<file path="config.mk">
export PLATFORM = sky130hd
export DESIGN_NAME = player_input_hub_flat
export DESIGN_NICKNAME = d
export VERILOG_FILES = /design/src/rtl/player_input_hub_if.sv /design/src/rtl/player_input_hub.sv /design/src/flat_wrapper.sv
export SDC_FILE = /design/constraint.sdc
export NUM_CORES = 1
export LEC_CHECK = 0
export ABC_AREA = 1
export BUFFER_PORTS_ARGS = -buffer_cell sky130_fd_sc_hd__buf_2
export CAP_MARGIN = 20
export CORE_UTILIZATION = 50
export DETAILED_ROUTE_END_ITERATION = 8
export GPL_TIMING_DRIVEN = 0
export PLACE_DENSITY = 0.69
export SLEW_MARGIN = 20
export SYNTH_ARGS = -nofsm -noshare
export SYNTH_HDL_FRONTEND = slang
export SYNTH_SLANG_ARGS = --single-unit
</file>
<file path="constraint.sdc">
create_clock -name clk -period 4 [get_ports clk]
set_input_delay 1 -clock clk [delete_from_list [all_inputs] [get_ports clk]]
set_output_delay 1 -clock clk [all_outputs]
set_load 0.005 [all_outputs]
</file>
<file path="src/rtl/player_input_hub_if.sv">
// Bus bundle between the board GPIO / game-state logic and player_input_hub.
// The hub sits on the slave side; the board/top side drives through master.
interface player_input_hub_if #(
  parameter int unsigned NUM_PLAYERS = 2
) ();
  logic [5*NUM_PLAYERS-1:0] i_btn;
  logic [1:0]               i_game_state;
  logic [5*NUM_PLAYERS-1:0] o_btn;
  logic [3*NUM_PLAYERS-1:0] o_dir;
  logic [NUM_PLAYERS-1:0]   o_fire;
  logic [NUM_PLAYERS-1:0]   o_joined;
  logic                     o_start;
  logic [5*NUM_PLAYERS-1:0] o_led;

  modport master (
    output i_btn, i_game_state,
    input  o_btn, o_dir, o_fire, o_joined, o_start, o_led
  );

  modport slave (
    input  i_btn, i_game_state,
    output o_btn, o_dir, o_fire, o_joined, o_start, o_led
  );
endinterface

</file>
<file path="src/rtl/player_input_hub.sv">
// N-player input front end: sync + debounce, direction encode, fire pulses, lobby join/start, LEDs.
// Optional HUB_AUTOFIRE_EN adds per-player auto-repeat of fire while held outside the lobby.
module player_input_hub #(
  parameter int unsigned NUM_PLAYERS     = 2,
  parameter int unsigned DEBOUNCE_CYCLES = 250000,
  parameter int unsigned REPEAT_CYCLES   = 6250000,
  parameter logic [1:0]  LOBBY_STATE     = 2'd0
) (
  input  logic                clk,
  input  logic                rst_n,
  player_input_hub_if.slave   bus
);

  localparam int unsigned NB  = 5 * NUM_PLAYERS;
  localparam int unsigned DBW = $clog2(DEBOUNCE_CYCLES + 1);
  localparam logic [DBW-1:0] DB_LAST = DBW'(DEBOUNCE_CYCLES - 1);

  if (NUM_PLAYERS < 1 || NUM_PLAYERS > 8 || DEBOUNCE_CYCLES < 1 || REPEAT_CYCLES < 2) begin : g_bad_param
    $error("player_input_hub: parameter out of range");
  end

  typedef enum logic {IDLE = 1'b0, JOINED = 1'b1} join_state_t;

  logic [NB-1:0]            sync1, sync2, stable, btn_q, led_q;
  logic [DBW-1:0]           db_cnt [NB];
  logic [3*NUM_PLAYERS-1:0] dir_q;
  join_state_t              join_state [NUM_PLAYERS];
  join_state_t              join_nxt   [NUM_PLAYERS];
  logic [NUM_PLAYERS-1:0]   fire_rise, fire_edge_q, fire_q, rpt_hit, joined_vec;
  logic [1:0]               gs_q;
  logic                     in_lobby, lobby_entry, joined_all, all_q, start_q;

  // Axis pairs cancel, then up > down > left > right; b = {fire,right,left,down,up}
  function automatic logic [2:0] encode_dir(input logic [4:0] b);
    logic [2:0] d;
    if (b[0] && !b[1])      d = 3'b100;
    else if (b[1] && !b[0]) d = 3'b101;
    else if (b[2] && !b[3]) d = 3'b110;
    else if (b[3] && !b[2]) d = 3'b111;
    else                    d = 3'b000;
    return d;
  endfunction

  // Fire edges and per-player join next-state; a lobby re-entry cycle drops any fire pulse
  always_comb begin
    in_lobby    = (bus.i_game_state == LOBBY_STATE);
    lobby_entry = in_lobby && (gs_q != LOBBY_STATE);
    joined_all  = 1'b1;
    fire_rise   = '0;
    joined_vec  = '0;
    for (int p = 0; p < NUM_PLAYERS; p++) begin
      fire_rise[p]  = stable[5*p+4] & ~btn_q[5*p+4];
      joined_vec[p] = (join_state[p] == JOINED);
      joined_all    = joined_all & joined_vec[p];
      join_nxt[p]   = join_state[p];
      case (join_state[p])
        IDLE:    if (fire_edge_q[p] && in_lobby && !lobby_entry) join_nxt[p] = JOINED;
        JOINED:  if (lobby_entry) join_nxt[p] = IDLE;
        default: join_nxt[p] = IDLE;
      endcase
    end
  end

  always_ff @(posedge clk or negedge rst_n) begin
    if (!rst_n) begin
      sync1       <= '0;
      sync2       <= '0;
      stable      <= '0;
      btn_q       <= '0;
      led_q       <= '0;
      dir_q       <= '0;
      gs_q        <= '0;
      fire_edge_q <= '0;
      fire_q      <= '0;
      all_q       <= 1'b0;
      start_q     <= 1'b0;
      for (int b = 0; b < NB; b++) db_cnt[b] <= '0;
      for (int p = 0; p < NUM_PLAYERS; p++) join_state[p] <= IDLE;
    end else begin
      sync1 <= bus.i_btn;
      sync2 <= sync1;
      // Counter only runs while synced and stable disagree, so it tops out at DB_LAST
      for (int b = 0; b < NB; b++) begin
        if (sync2[b] == stable[b]) begin
          db_cnt[b] <= '0;
        end else if (db_cnt[b] == DB_LAST) begin
          stable[b] <= ~stable[b];
          db_cnt[b] <= '0;
        end else begin
          db_cnt[b] <= db_cnt[b] + DBW'(1);
        end
      end
      btn_q       <= stable;
      gs_q        <= bus.i_game_state;
      fire_edge_q <= fire_rise;
      fire_q      <= fire_rise | rpt_hit;
      for (int p = 0; p < NUM_PLAYERS; p++) begin
        join_state[p]  <= join_nxt[p];
        dir_q[3*p +: 3] <= encode_dir(stable[5*p +: 5]);
        led_q[5*p +: 5] <= (in_lobby && join_nxt[p] == JOINED) ? 5'h1f : stable[5*p +: 5];
      end
      all_q   <= joined_all;
      start_q <= joined_all & ~all_q & in_lobby;
    end
  end

`ifdef HUB_AUTOFIRE_EN
  localparam int unsigned RPW = $clog2(REPEAT_CYCLES);
  localparam logic [RPW-1:0] RPT_LAST = RPW'(REPEAT_CYCLES - 1);

  logic [RPW-1:0]         rpt_cnt [NUM_PLAYERS];
  logic [NUM_PLAYERS-1:0] rpt_held;

  always_comb begin
    rpt_held = '0;
    rpt_hit  = '0;
    for (int p = 0; p < NUM_PLAYERS; p++) begin
      rpt_held[p] = stable[5*p+4] & btn_q[5*p+4] & ~in_lobby;
      rpt_hit[p]  = rpt_held[p] && (rpt_cnt[p] == RPT_LAST);
    end
  end

  // Counts held cycles since the edge pulse; wraps on each repeat pulse
  always_ff @(posedge clk or negedge rst_n) begin
    if (!rst_n) begin
      for (int p = 0; p < NUM_PLAYERS; p++) rpt_cnt[p] <= '0;
    end else begin
      for (int p = 0; p < NUM_PLAYERS; p++) begin
        if (!rpt_held[p] || rpt_hit[p]) rpt_cnt[p] <= '0;
        else                            rpt_cnt[p] <= rpt_cnt[p] + RPW'(1);
      end
    end
  end
`else
  assign rpt_hit = '0;
`endif

  assign bus.o_btn    = btn_q;
  assign bus.o_dir    = dir_q;
  assign bus.o_fire   = fire_q;
  assign bus.o_joined = joined_vec;
  assign bus.o_start  = start_q;
  assign bus.o_led    = led_q;

endmodule

</file>
<file path="src/flat_wrapper.sv">
// flat-port wrapper written by rule: the top's interface ports become plain ports
module player_input_hub_flat 
#(
  parameter int unsigned NUM_PLAYERS     = 2,
  parameter int unsigned DEBOUNCE_CYCLES = 250000,
  parameter int unsigned REPEAT_CYCLES   = 6250000,
  parameter logic [1:0]  LOBBY_STATE     = 2'd0
)
  (clk, rst_n, bus_i_btn, bus_i_game_state, bus_o_btn, bus_o_dir, bus_o_fire, bus_o_joined, bus_o_start, bus_o_led);
  player_input_hub_if #(.NUM_PLAYERS(NUM_PLAYERS)) bus_i ();
  input  logic clk;
  input  logic rst_n;
  input wire logic [$bits(bus_i.i_btn)-1:0] bus_i_btn;
  input wire logic [$bits(bus_i.i_game_state)-1:0] bus_i_game_state;
  output wire logic [$bits(bus_i.o_btn)-1:0] bus_o_btn;
  output wire logic [$bits(bus_i.o_dir)-1:0] bus_o_dir;
  output wire logic [$bits(bus_i.o_fire)-1:0] bus_o_fire;
  output wire logic [$bits(bus_i.o_joined)-1:0] bus_o_joined;
  output wire logic [$bits(bus_i.o_start)-1:0] bus_o_start;
  output wire logic [$bits(bus_i.o_led)-1:0] bus_o_led;
  assign bus_i.i_btn = bus_i_btn;
  assign bus_i.i_game_state = bus_i_game_state;
  assign bus_o_btn = bus_i.o_btn;
  assign bus_o_dir = bus_i.o_dir;
  assign bus_o_fire = bus_i.o_fire;
  assign bus_o_joined = bus_i.o_joined;
  assign bus_o_start = bus_i.o_start;
  assign bus_o_led = bus_i.o_led;
  player_input_hub #(.NUM_PLAYERS(NUM_PLAYERS), .DEBOUNCE_CYCLES(DEBOUNCE_CYCLES), .REPEAT_CYCLES(REPEAT_CYCLES), .LOBBY_STATE(LOBBY_STATE)) u_core (.clk(clk), .rst_n(rst_n), .bus(bus_i));
endmodule
</file>
==> metrics <==
switching share of power=between 20% and 30%; Final Worst Setup Slack=between 1.5 and 2 ns; final cell count without fillers=between 1500 and 2000; fmax=between 400 and 500 MHz; synthesized area per cell=8.35 sq um; WL/cell=around 13 um; Reg clk slew, reported paths=~0.06 ns; clock sink count=between 200 and 250; CP required=about 3 ns; Total Nets Final=~1500; worst vdd ir=around 0.00032 V; CTS tree=built; Worst Tran Pin Value=0.508 ns; critical path's top delay family=flip-flops; min-delay worst type=flip-flop to flip-flop; max-slew violation count=0; WHS Path Cells=0; total track usage=between 20% and 30%; worst hold slack=~0.35 ns; Avg Vias per Cell=between 5 and 6; post-synthesis sequential area ratio=about half; RSZ-0062 raised after global routing=no; reported max-cap violation count=0; pin count of the biggest net entering global routing=slightly above 100; clock latency on the worst-skew pair=between 0.5 and 0.6 ns; min Tclk post-route=between 2 and 2.5 ns; Yosys cell types=29; Final HPWL DP=roughly 16000 um; vias in the first global route=8861; IO Count=45; CP Capture Type=output port; diode count=0; clock share of power=a little under half; Worst Path Buf+Inv=1; Slew headroom=approximately 66%; die area=24300 sq um; Comb power frac=around 3%; Worst Reg-to-Reg Cells=6; routability cong.=around 0.91; final WL=~23000 um; worst setup path class=flip-flop to output port; Die Width=roughly 160 um; share of the synthesized area in the top cell type=about half; core area=about 23000 sq um; area leader, netlist=dfrtp_1; Max stage delay on crit path=about 0.4 ns; htree depth=1; Final Cycle Share=about half; cell area after synthesis=between 10000 and 15000 sq um; Arr. time, crit path=between 1 and 1.5 ns; Port Buffers=44; area grow syn2layout=13.1%; WP depth=1; GR Overflow Total=0; synth top area cells=dfrtp_1 (52%), nor2_1 (12%), nand2_1 (7.5%); CTS max path bufs=3; power share of the sequential group=roughly half; type of origin of the critical path=flip-flop; skew final=~0.0080 ns; pwr/cell area=380 nW/um^2; crit path max fanout=1; #FFs+latches synth=244; antenna-violating nets left=0; Cell Chain, Critical Path=buf_2; share of cells above drive strength 1=about an eighth; Rows=55; hold_buf cts=0; die extent in y=around 160 um; Placed Instances=roughly 1800; Max stage delay cell, worst path=dfrtp_1; Post-CTS Resized=0; drc violations=0; status=finished, final reports clean; total CTS buffers=27; First DRT Iteration DRCs=roughly 480; Syn Inst Count=~1400; Vias=approximately 9000; Net Count, Synth=approximately 1400; Starting Density=between 50% and 60%; initial antenna violation count=0; post-CTS setup buffers=0; Final Setup Violations=0; Synth warnings=0; post-place setup slack=about 1.4 ns; Root Driver=clkbuf_16; leakage power=5.86 nW; router iterations before antenna repair=5; Hold Vio Cnt, Final=0; Internal=~4 mW; P_sw=between 1 and 1.5 mW; global-route wire length before repair=slightly above 40000 um
[worst paths after layout]
path	from	endpoint	slack (ns)
min reg2reg	u_core.sync1[8]	u_core.sync2[8]	0.35
min in group asynchronous	rst_n	u_core.db_cnt[147]	0.37
max in group asynchronous	rst_n	u_core.db_cnt[88]	2.80
min	u_core.sync1[8]	u_core.sync2[8]	0.35
max reg2reg	u_core.db_cnt[162]	u_core.db_cnt[174]	2.39
max	u_core.bus.o_btn[6]	bus_o_btn[6]	1.92
[kinds of logic (layout without fill, tap and decap cells)]
group,after synthesis,in the layout,synth area share (%)
compound gates,67,67,2.87
xor+xnor,86,86,6.86
fa+ha+maj,12,12,1.27
buf+inv,121,217,4.00
flops,244,244,51.5
simple gates,889,889,33.5
[final cells by class]
class | instances | area [sq um]
Buffer | 6 | 42.5
Tap cell | 313 | 392
Inverter | 115 | 432
Multi-Input combinational cell | 1054 | 5270
Sequential cell | 244 | 6110
Clock inverter | 14 | 141
Fill cell | 2020 | 9510
Clock buffer | 36 | 739
Timing Repair Buffer | 46 | 285
[synthesized netlist by cell type]
library cell	count
inv_1	108
nand3b_1	3
buf_2	4
xor2_2	8
nor2b_1	1
nor2_2	32
dfrtp_1	244
nand2_1	238
xor2_1	59
nor2_1	365
nand2_2	26
nor3b_2	2
nor3_1	32
nor3b_1	9
o21bai_1	2
nand3_2	6
a21oi_1	39
inv_2	7
o21ai_1	8
or3b_2	2
buf_6	2
xnor2_1	19
o21ai_0	18
nand4_1	23
ha_1	12
nor4_1	1
and2_1	7
nand3_1	130
nor2_4	12
[layer usage]
metal	routed length (um)	vias to the layer above	GRT usage, %
met5	0	-	0
li1	-	4669	-
met3	859	30	2.50
met1	11300	4364	29.4
met4	354	0	6.26
met2	10500	136	32.1
[through the flow]
step                util (%)  power, mW  TNS (ns)  area [sq um]
floorplan                  -       2.64         0         11800
global placement        54.4       2.72   -576.73         12500
detailed placement      54.7       2.73         0         12500
CTS                     58.5       5.19         0         13400
global route            58.5       5.30         0         13400
finish                  58.5       5.10         0         13400
[flip-flops by register name, indices dropped and copies added (netlist names)]
signal,flops
u_core.db_cnt,180
u_core.all_q,1
u_core.sync1,10
u_core.sync2,10
u_core.bus.o_dir,6
u_core.fire_edge_q,2
u_core.stable,10
u_core.bus.o_btn,10
u_core.bus.o_led,10
u_core.bus.o_joined,2
u_core.bus.o_start,1
u_core.gs_q,2
[cells in the final DEF (no fill, tap or decap), drive strengths merged]
cell,synthesis,layout
inv,115,117
and2,7,7
xor2,67,67
dfrtp,244,244
nand3,136,136
nor2,409,409
ha,12,12
o21bai,2,2
clkbuf,0,36
o21ai,26,26
nand4,23,23
or3b,2,2
buf,6,52
clkinv,0,6
nor4,1,1
nor2b,1,1
bufinv,0,2
nor3,32,32
nor3b,11,11
a21oi,39,39
nand2,264,264
nand3b,3,3
clkinvlp,0,4
xnor2,19,19
[power groups by stage]
stage / Combinational [mW] / Clock (mW) / Sequential [mW]
after CTS: 0.157 / 2.50 / 2.53
after detailed placement: 0.157 / 0 / 2.58
after floorplan: 0.0711 / 0 / 2.57
after global routing: 0.180 / 2.59 / 2.53
after global placement: 0.146 / 0 / 2.57
final: 0.151 / 2.42 / 2.53
No activity file was read; power rests on OpenSTA's default activity.
